$ cat src/rtl/sn_serial_byte_tx_pkg.sv
// ---------------------------------------------------------------------------
// sn76489_pkg: shared types and constants for the SN76489 serial byte path.
//   tx_state_t   - transmitter FSM states
//   BYTE_W       - serialized word width
//   BIT_CNT_W    - width of the bit-within-byte counter
//   div_width()  - divider width for a given bit period (at least 1 bit)
// ---------------------------------------------------------------------------
package sn76489_pkg;

    typedef enum logic [1:0] {TX_IDLE, TX_SHIFT, TX_DONE} tx_state_t;

    localparam int BYTE_W    = 8;
    localparam int BIT_CNT_W = 3;

    function automatic int div_width(input int clks_per_bit);
        return (clks_per_bit <= 2) ? 1 : $clog2(clks_per_bit);
    endfunction

endpackage

$ cat src/rtl/sn_serial_byte_tx_if.sv
// ---------------------------------------------------------------------------
// sn_serial_byte_tx_if: valid/ready word handshake into the serial transmitter.
//   TX_VALID - producer has a word on TX_DATA
//   TX_DATA  - word to send (sampled on the accept cycle only)
//   TX_READY - transmitter can take a word this cycle
// Modports: master (producer side), slave (transmitter side).
// ---------------------------------------------------------------------------
interface sn_serial_byte_tx_if;
    import sn76489_pkg::*;

    logic              TX_VALID;
    logic [BYTE_W-1:0] TX_DATA;
    logic              TX_READY;

    modport master (output TX_VALID, output TX_DATA, input TX_READY);
    modport slave  (input TX_VALID, input TX_DATA, output TX_READY);

endinterface

$ cat src/rtl/sn_serial_byte_tx_piso.sv
// ---------------------------------------------------------------------------
// sn_piso_shift: 8-bit parallel-in / serial-out register, shifting right
// with zero fill so the LSB leaves first.
//   CLK, nRST - clock, async active-low reset (clears the register)
//   LOAD, D   - parallel load; LOAD wins over SHIFT
//   SHIFT     - shift right by one
//   BIT_OUT   - current LSB
// ---------------------------------------------------------------------------
module sn_piso_shift
    import sn76489_pkg::*;
(
    input  logic              CLK,
    input  logic              nRST,
    input  logic              LOAD,
    input  logic [BYTE_W-1:0] D,
    input  logic              SHIFT,
    output logic              BIT_OUT
);

    logic [BYTE_W-1:0] shreg_q, shreg_d;

    always_comb begin
        shreg_d = shreg_q;
        if (LOAD)       shreg_d = D;
        else if (SHIFT) shreg_d = {1'b0, shreg_q[BYTE_W-1:1]};
    end

    always_ff @(posedge CLK or negedge nRST) begin
        if (!nRST) shreg_q <= '0;
        else       shreg_q <= shreg_d;
    end

    assign BIT_OUT = shreg_q[0];

endmodule

$ cat src/rtl/sn_serial_byte_tx.sv
// ---------------------------------------------------------------------------
// sn_serial_byte_tx: accepts one byte over a valid/ready handshake and sends
// it LSB-first on BIT_OUT, each bit held CLKS_PER_BIT cycles.
//   CLK, nRST  - clock, async active-low reset (aborts any transfer)
//   tx         - slave side of the word handshake
//   BIT_OUT    - serial data, 0 when not shifting
//   SHIFT_EN   - one-cycle strobe on the last cycle of each bit period
//   BYTE_DONE  - one-cycle pulse after the eighth strobe
//   BUSY       - transfer in progress
// TX_READY is decoded from state only, so there is no VALID->READY path.
// ---------------------------------------------------------------------------
module sn_serial_byte_tx
    import sn76489_pkg::*;
#(
    parameter int CLKS_PER_BIT = 4
)(
    input  logic               CLK,
    input  logic               nRST,
    sn_serial_byte_tx_if.slave tx,
    output logic               BIT_OUT,
    output logic               SHIFT_EN,
    output logic               BYTE_DONE,
    output logic               BUSY
);

    localparam int                DIV_W    = div_width(CLKS_PER_BIT);
    localparam logic [DIV_W-1:0]  DIV_LAST = DIV_W'(CLKS_PER_BIT - 1);

    tx_state_t            state_q, state_d;
    logic [DIV_W-1:0]     div_q, div_d;
    logic [BIT_CNT_W-1:0] cnt_q, cnt_d;
    logic                 tx_ready;
    logic                 accept;
    logic                 bit_last;
    logic                 piso_bit;

    assign accept   = tx.TX_VALID && (state_q == TX_IDLE);
    assign bit_last = (div_q == DIV_LAST);

    // State register and counters
    always_ff @(posedge CLK or negedge nRST) begin
        if (!nRST) begin
            state_q <= TX_IDLE;
            div_q   <= '0;
            cnt_q   <= '0;
        end else begin
            state_q <= state_d;
            div_q   <= div_d;
            cnt_q   <= cnt_d;
        end
    end

    // Next state and counter updates
    always_comb begin
        state_d = state_q;
        div_d   = div_q;
        cnt_d   = cnt_q;
        case (state_q)
            TX_IDLE: begin
                if (accept) begin
                    state_d = TX_SHIFT;
                    div_d   = '0;
                    cnt_d   = '0;
                end
            end
            TX_SHIFT: begin
                if (bit_last) begin
                    div_d = '0;
                    cnt_d = cnt_q + 1'b1;
                    if (cnt_q == BIT_CNT_W'(BYTE_W - 1)) state_d = TX_DONE;
                end else begin
                    div_d = div_q + 1'b1;
                end
            end
            TX_DONE: state_d = TX_IDLE;
            default: state_d = TX_IDLE;
        endcase
    end

    // Outputs decoded from registered state
    always_comb begin
        tx_ready  = 1'b0;
        BIT_OUT   = 1'b0;
        SHIFT_EN  = 1'b0;
        BYTE_DONE = 1'b0;
        BUSY      = 1'b1;
        case (state_q)
            TX_IDLE: begin
                tx_ready = 1'b1;
                BUSY     = 1'b0;
            end
            TX_SHIFT: begin
                BIT_OUT  = piso_bit;
                SHIFT_EN = bit_last;
            end
            TX_DONE:  BYTE_DONE = 1'b1;
            default:  BUSY = 1'b0;
        endcase
    end

    assign tx.TX_READY = tx_ready;

    sn_piso_shift u_piso (
        .CLK     (CLK),
        .nRST    (nRST),
        .LOAD    (accept),
        .D       (tx.TX_DATA),
        .SHIFT   (SHIFT_EN),
        .BIT_OUT (piso_bit)
    );

endmodule

$ cat src/flat_wrapper.sv
// flat-port wrapper written by rule: the top's interface ports become plain ports
module sn_serial_byte_tx_flat import sn76489_pkg::*;
#(
    parameter int CLKS_PER_BIT = 4
)
  (CLK, nRST, BIT_OUT, SHIFT_EN, BYTE_DONE, BUSY, tx_TX_VALID, tx_TX_DATA, tx_TX_READY);
  sn_serial_byte_tx_if tx_i ();
  input  logic CLK;
  input  logic nRST;
  output logic BIT_OUT;
  output logic SHIFT_EN;
  output logic BYTE_DONE;
  output logic BUSY;
  input wire logic [$bits(tx_i.TX_VALID)-1:0] tx_TX_VALID;
  input wire logic [$bits(tx_i.TX_DATA)-1:0] tx_TX_DATA;
  output wire logic [$bits(tx_i.TX_READY)-1:0] tx_TX_READY;
  assign tx_i.TX_VALID = tx_TX_VALID;
  assign tx_i.TX_DATA = tx_TX_DATA;
  assign tx_TX_READY = tx_i.TX_READY;
  sn_serial_byte_tx #(.CLKS_PER_BIT(CLKS_PER_BIT)) u_core (.CLK(CLK), .nRST(nRST), .tx(tx_i), .BIT_OUT(BIT_OUT), .SHIFT_EN(SHIFT_EN), .BYTE_DONE(BYTE_DONE), .BUSY(BUSY));
endmodule
$ cat config.mk
export PLATFORM = sky130hd
export DESIGN_NAME = sn_serial_byte_tx_flat
export DESIGN_NICKNAME = d
export VERILOG_FILES = /design/src/rtl/sn_serial_byte_tx_pkg.sv /design/src/rtl/sn_serial_byte_tx_if.sv /design/src/rtl/sn_serial_byte_tx_piso.sv /design/src/rtl/sn_serial_byte_tx.sv /design/src/flat_wrapper.sv
export SDC_FILE = /design/constraint.sdc
export NUM_CORES = 1
export LEC_CHECK = 0
export CORE_MARGIN = 1.5
export CORE_UTILIZATION = 40
export DETAILED_ROUTE_END_ITERATION = 8
export GPL_TIMING_DRIVEN = 0
export SYNTH_ARGS = -nofsm -noshare
export SYNTH_HDL_FRONTEND = slang
export SYNTH_SLANG_ARGS = --single-unit
export TNS_END_PERCENT = 10
$ cat constraint.sdc
create_clock -name CLK -period 2.11 [get_ports CLK]
set_input_delay 0.3165 -clock CLK [delete_from_list [all_inputs] [get_ports CLK]]
set_output_delay 0.3165 -clock CLK [all_outputs]
set_load 0.05 [all_outputs]
==> metrics.log <==
INFO  metric clock_tree.buffer_depth = 2
INFO  metric rr_startpoint = u_core.state_q[0]
INFO  metric syn_avg_cell_area = 11.0 µm²
INFO  metric cts_htree_levels = 1
INFO  metric ys_seq_elements = 15
INFO  metric power_per_cell_area = about 1300 nW/µm²
INFO  metric cts-root-buf = sky130_fd_sc_hd__clkbuf_4
INFO  metric grt_max_degree = 16
INFO  metric grt_antenna_before_repair = 0
INFO  metric cts_buffers = 3
INFO  metric synth.area.top_cells = sky130_fd_sc_hd__dfrtp_1 (44%), sky130_fd_sc_hd__ha_1 (12%), sky130_fd_sc_hd__mux2i_1 (11%)
INFO  metric synth_edf_count = 0
INFO  metric drive_gt1_share = 16.7%
INFO  metric num_vias = 600
INFO  metric path_max_fanout = 6
INFO  metric clock_latency = 0.29 ns
INFO  metric place_congestion = between 0.6 and 0.7
INFO  metric netlist_area = between 800 and 900 µm²
INFO  metric crit-reg2reg-capture = u_core.cnt_q[0]
INFO  metric final_cell_mix = sky130_fd_sc_hd__dfrtp_1 (15), sky130_fd_sc_hd__nand2_1 (11), sky130_fd_sc_hd__clkdlybuf4s50_1 (10)
INFO  metric drtPass1Iterations = 4
INFO  metric die_h = 49.1 µm
INFO  metric period_needed = 1.94 ns
INFO  metric report.final.slew_viol_count = 0
INFO  metric placed_cell_area = 1030 µm²
INFO  metric post_place_cells = 119
INFO  metric timing.final.setup_violations = 0
INFO  metric wl_per_cell = 11.8 µm
INFO  metric hpwl = 1090 µm
INFO  metric unrepaired_setup_endpoints_after_global_routing = false
INFO  metric maxClockFrequency = a little over 500 MHz
INFO  metric ioPinCount = 16
INFO  metric hp-class = in -> async
INFO  metric run_status = finished, final reports clean
INFO  metric synthDistinctLibCells = 24
INFO  metric worst_pin_slew = just under 0.7 ns
INFO  metric peakVddDrop = 0.000576 V
INFO  metric die_area = 2410 µm²
INFO  metric rrSetupSlack = 0.47 ns
INFO  metric horiz_die_dim = 49.1 µm
INFO  metric synthCells = 77
INFO  metric worst_setup_hold_path_clk_slew = 0.10 ns
INFO  metric path_class = reg -> out
INFO  metric synth-main-ff-cell = sky130_fd_sc_hd__dfrtp_1
INFO  metric grt_use_total = 13.7%
INFO  metric initial_utilization = 42.9%
INFO  metric tritoncts_num_sinks = 15
INFO  metric layout_commonest_cell = sky130_fd_sc_hd__dfrtp_1
INFO  metric instances_no_fill = 123
INFO  metric cts_hold_buf = 0
INFO  metric postLayoutCellArea = around 1000 µm²
INFO  metric row_count = 16
INFO  metric timing.critical_path.to_type = output port
INFO  metric initial_drc_count = 7
INFO  metric overflow = 0
INFO  metric postSynth.asyncResetShare = between 90% and 100%
INFO  metric num-nets-final = roughly 120
INFO  metric detail_route.vias_per_cell = 4.88
INFO  metric worstSetupEndpoint = tx_TX_READY
INFO  metric postRouteWirelength = 1450 µm
INFO  metric finalHoldViolCount = 0
INFO  metric grt_pass1_vias = 549
INFO  metric cellLeakagePower = 0.537 nW
INFO  metric crit_required = 1.79 ns
INFO  metric worst_slew_margin_rel = 54.9%
INFO  metric place.port_buffers = 15
INFO  metric yosys.area.top_type_share = 44.1%
INFO  metric number_of_gates_given_a_new_drive_strength_after_cts = 7
INFO  metric worstSetupStartpoint = u_core.state_q[0]
INFO  metric synth-seq-area-share = between 40% and 50%
INFO  metric max_cap_violations = 0
INFO  metric tritoncts = built
INFO  metric antenna_cells_inserted = 0
INFO  metric synth_nets = 96
INFO  metric cells_on_worst_reg2reg_path = 5
INFO  metric clock-skew-final = about 0.0039 ns
INFO  metric post_cts_setup_repair_buffer_count = 0
INFO  metric wire_length_of_the_first_global_routing_pass = 2470 µm
INFO  metric number_of_synthesis_warnings = 0
INFO  metric core_area = roughly 2000 µm²
INFO  metric ant_nets = 0
INFO  metric timing.hold.ws = 0.431 ns
INFO  metric final_min_period_over_clock_period = 91.8%
INFO  metric synth_top_cell_by_area = sky130_fd_sc_hd__dfrtp_1
INFO  metric timing.critical_path.arrival = 1.62 ns
INFO  metric route.detailed.drc = 0
INFO  metric critical_path.startpoint_type = flop
INFO  metric flow.area_growth_from_synthesis = 23.2%
INFO  metric filler_cells_inserted = between 150 and 200
## where the power goes
group | switching [W] | internal [W] | leakage, nW
Clock | 0.0000999 | 0.0000704 | 0.0177
Combinational | 0.000430 | 0.000327 | 0.330
Sequential | 0.0000727 | 0.000414 | 0.189
Total | 0.000603 | 0.000811 | 0.537
## cells by family (layout without fill, tap and decap cells)
| group | Yosys count | after routing | synth area share, % |
|---|---|---|---|
| compound gates | 12 | 12 | 8.97 |
| fa+ha+maj | 8 | 8 | 11.8 |
| buf+inv | 7 | 26 | 3.68 |
| flops | 15 | 15 | 44.1 |
| mux | 11 | 11 | 13.7 |
| simple gates | 24 | 24 | 17.8 |
## state kept, by name (all words and copies together) (netlist names)
| name | flops |
|---|---|
| u_core.cnt_q | 3 |
| u_core.u_piso.shreg_q | 8 |
| u_core.state_q | 2 |
| u_core.div_q | 2 |
## synth_stat cells (all sizes together) (2+ instances only)
cell    n
nor3    2
inv     5
a32o    2
dfrtp  15
nor2    2
o21ai   9
nor2b   3
mux2i   9
ha      8
nand2  12
and2    2
mux2    2
## layout make-up
class / count / area (µm²) / share of cell area [%]
Multi-Input combinational cell: 55 / 444 / 42.4
Sequential cell: 15 / 375 / 35.8
Timing Repair Buffer: 15 / 136 / 13.0
Tap cell: 27 / 33.8 / 3.22
Clock buffer: 3 / 22.5 / 2.15
Inverter: 5 / 18.8 / 1.79
Buffer: 2 / 12.5 / 1.19
Clock inverter: 1 / 5.00 / 0.477
## worst min-delay path by stage
stage                                          end  slack (ns)  depth (start not counted)
after detailed placement           u_core.div_q[1]        0.50                          1
after global placement             u_core.div_q[1]        0.48                          1
after CTS                          u_core.cnt_q[0]        0.45                          1
after floorplan                    u_core.cnt_q[0]        0.02                          0
after global routing               u_core.cnt_q[2]        0.49                          1
final                     u_core.u_piso.shreg_q[6]        0.43                          1
## worst max-delay path, stage by stage (launching register included)
cell	delay, ns
sky130_fd_sc_hd__dfrtp_1	0.42
sky130_fd_sc_hd__inv_1	0.12
sky130_fd_sc_hd__ha_1	0.24
sky130_fd_sc_hd__dlygate4sd2_1	0.55
## metrics by stage
| step | util [%] | worst slack [ns] | setup TNS [ns] | power (W) |
|---|---|---|---|---|
| finish | 52.9 | 0.173 | 0 | 0.00141 |
| floorplan | - | 0.304 | 0 | 0.00110 |
| global route | 52.9 | 0.0396 | 0 | 0.00153 |
| CTS | 53.4 | 0.0444 | 0 | 0.00144 |
| detailed placement | 52.2 | -0.0471 | -0.0471 | 0.00129 |
| global placement | 52.2 | -0.0412 | -0.0412 | 0.00127 |
## routing by layer
layer | part of all wire [%] | up-vias | global-route usage (%)
li1 | - | 300 | -
met1 | 49 | 289 | 19.5
met2 | 46 | 7 | 18.9
met3 | 2.7 | 4 | 2.76
met4 | 1.9 | 0 | 8.57
met5 | 0 | - | 0
No activity file was read; power rests on OpenSTA's default activity.
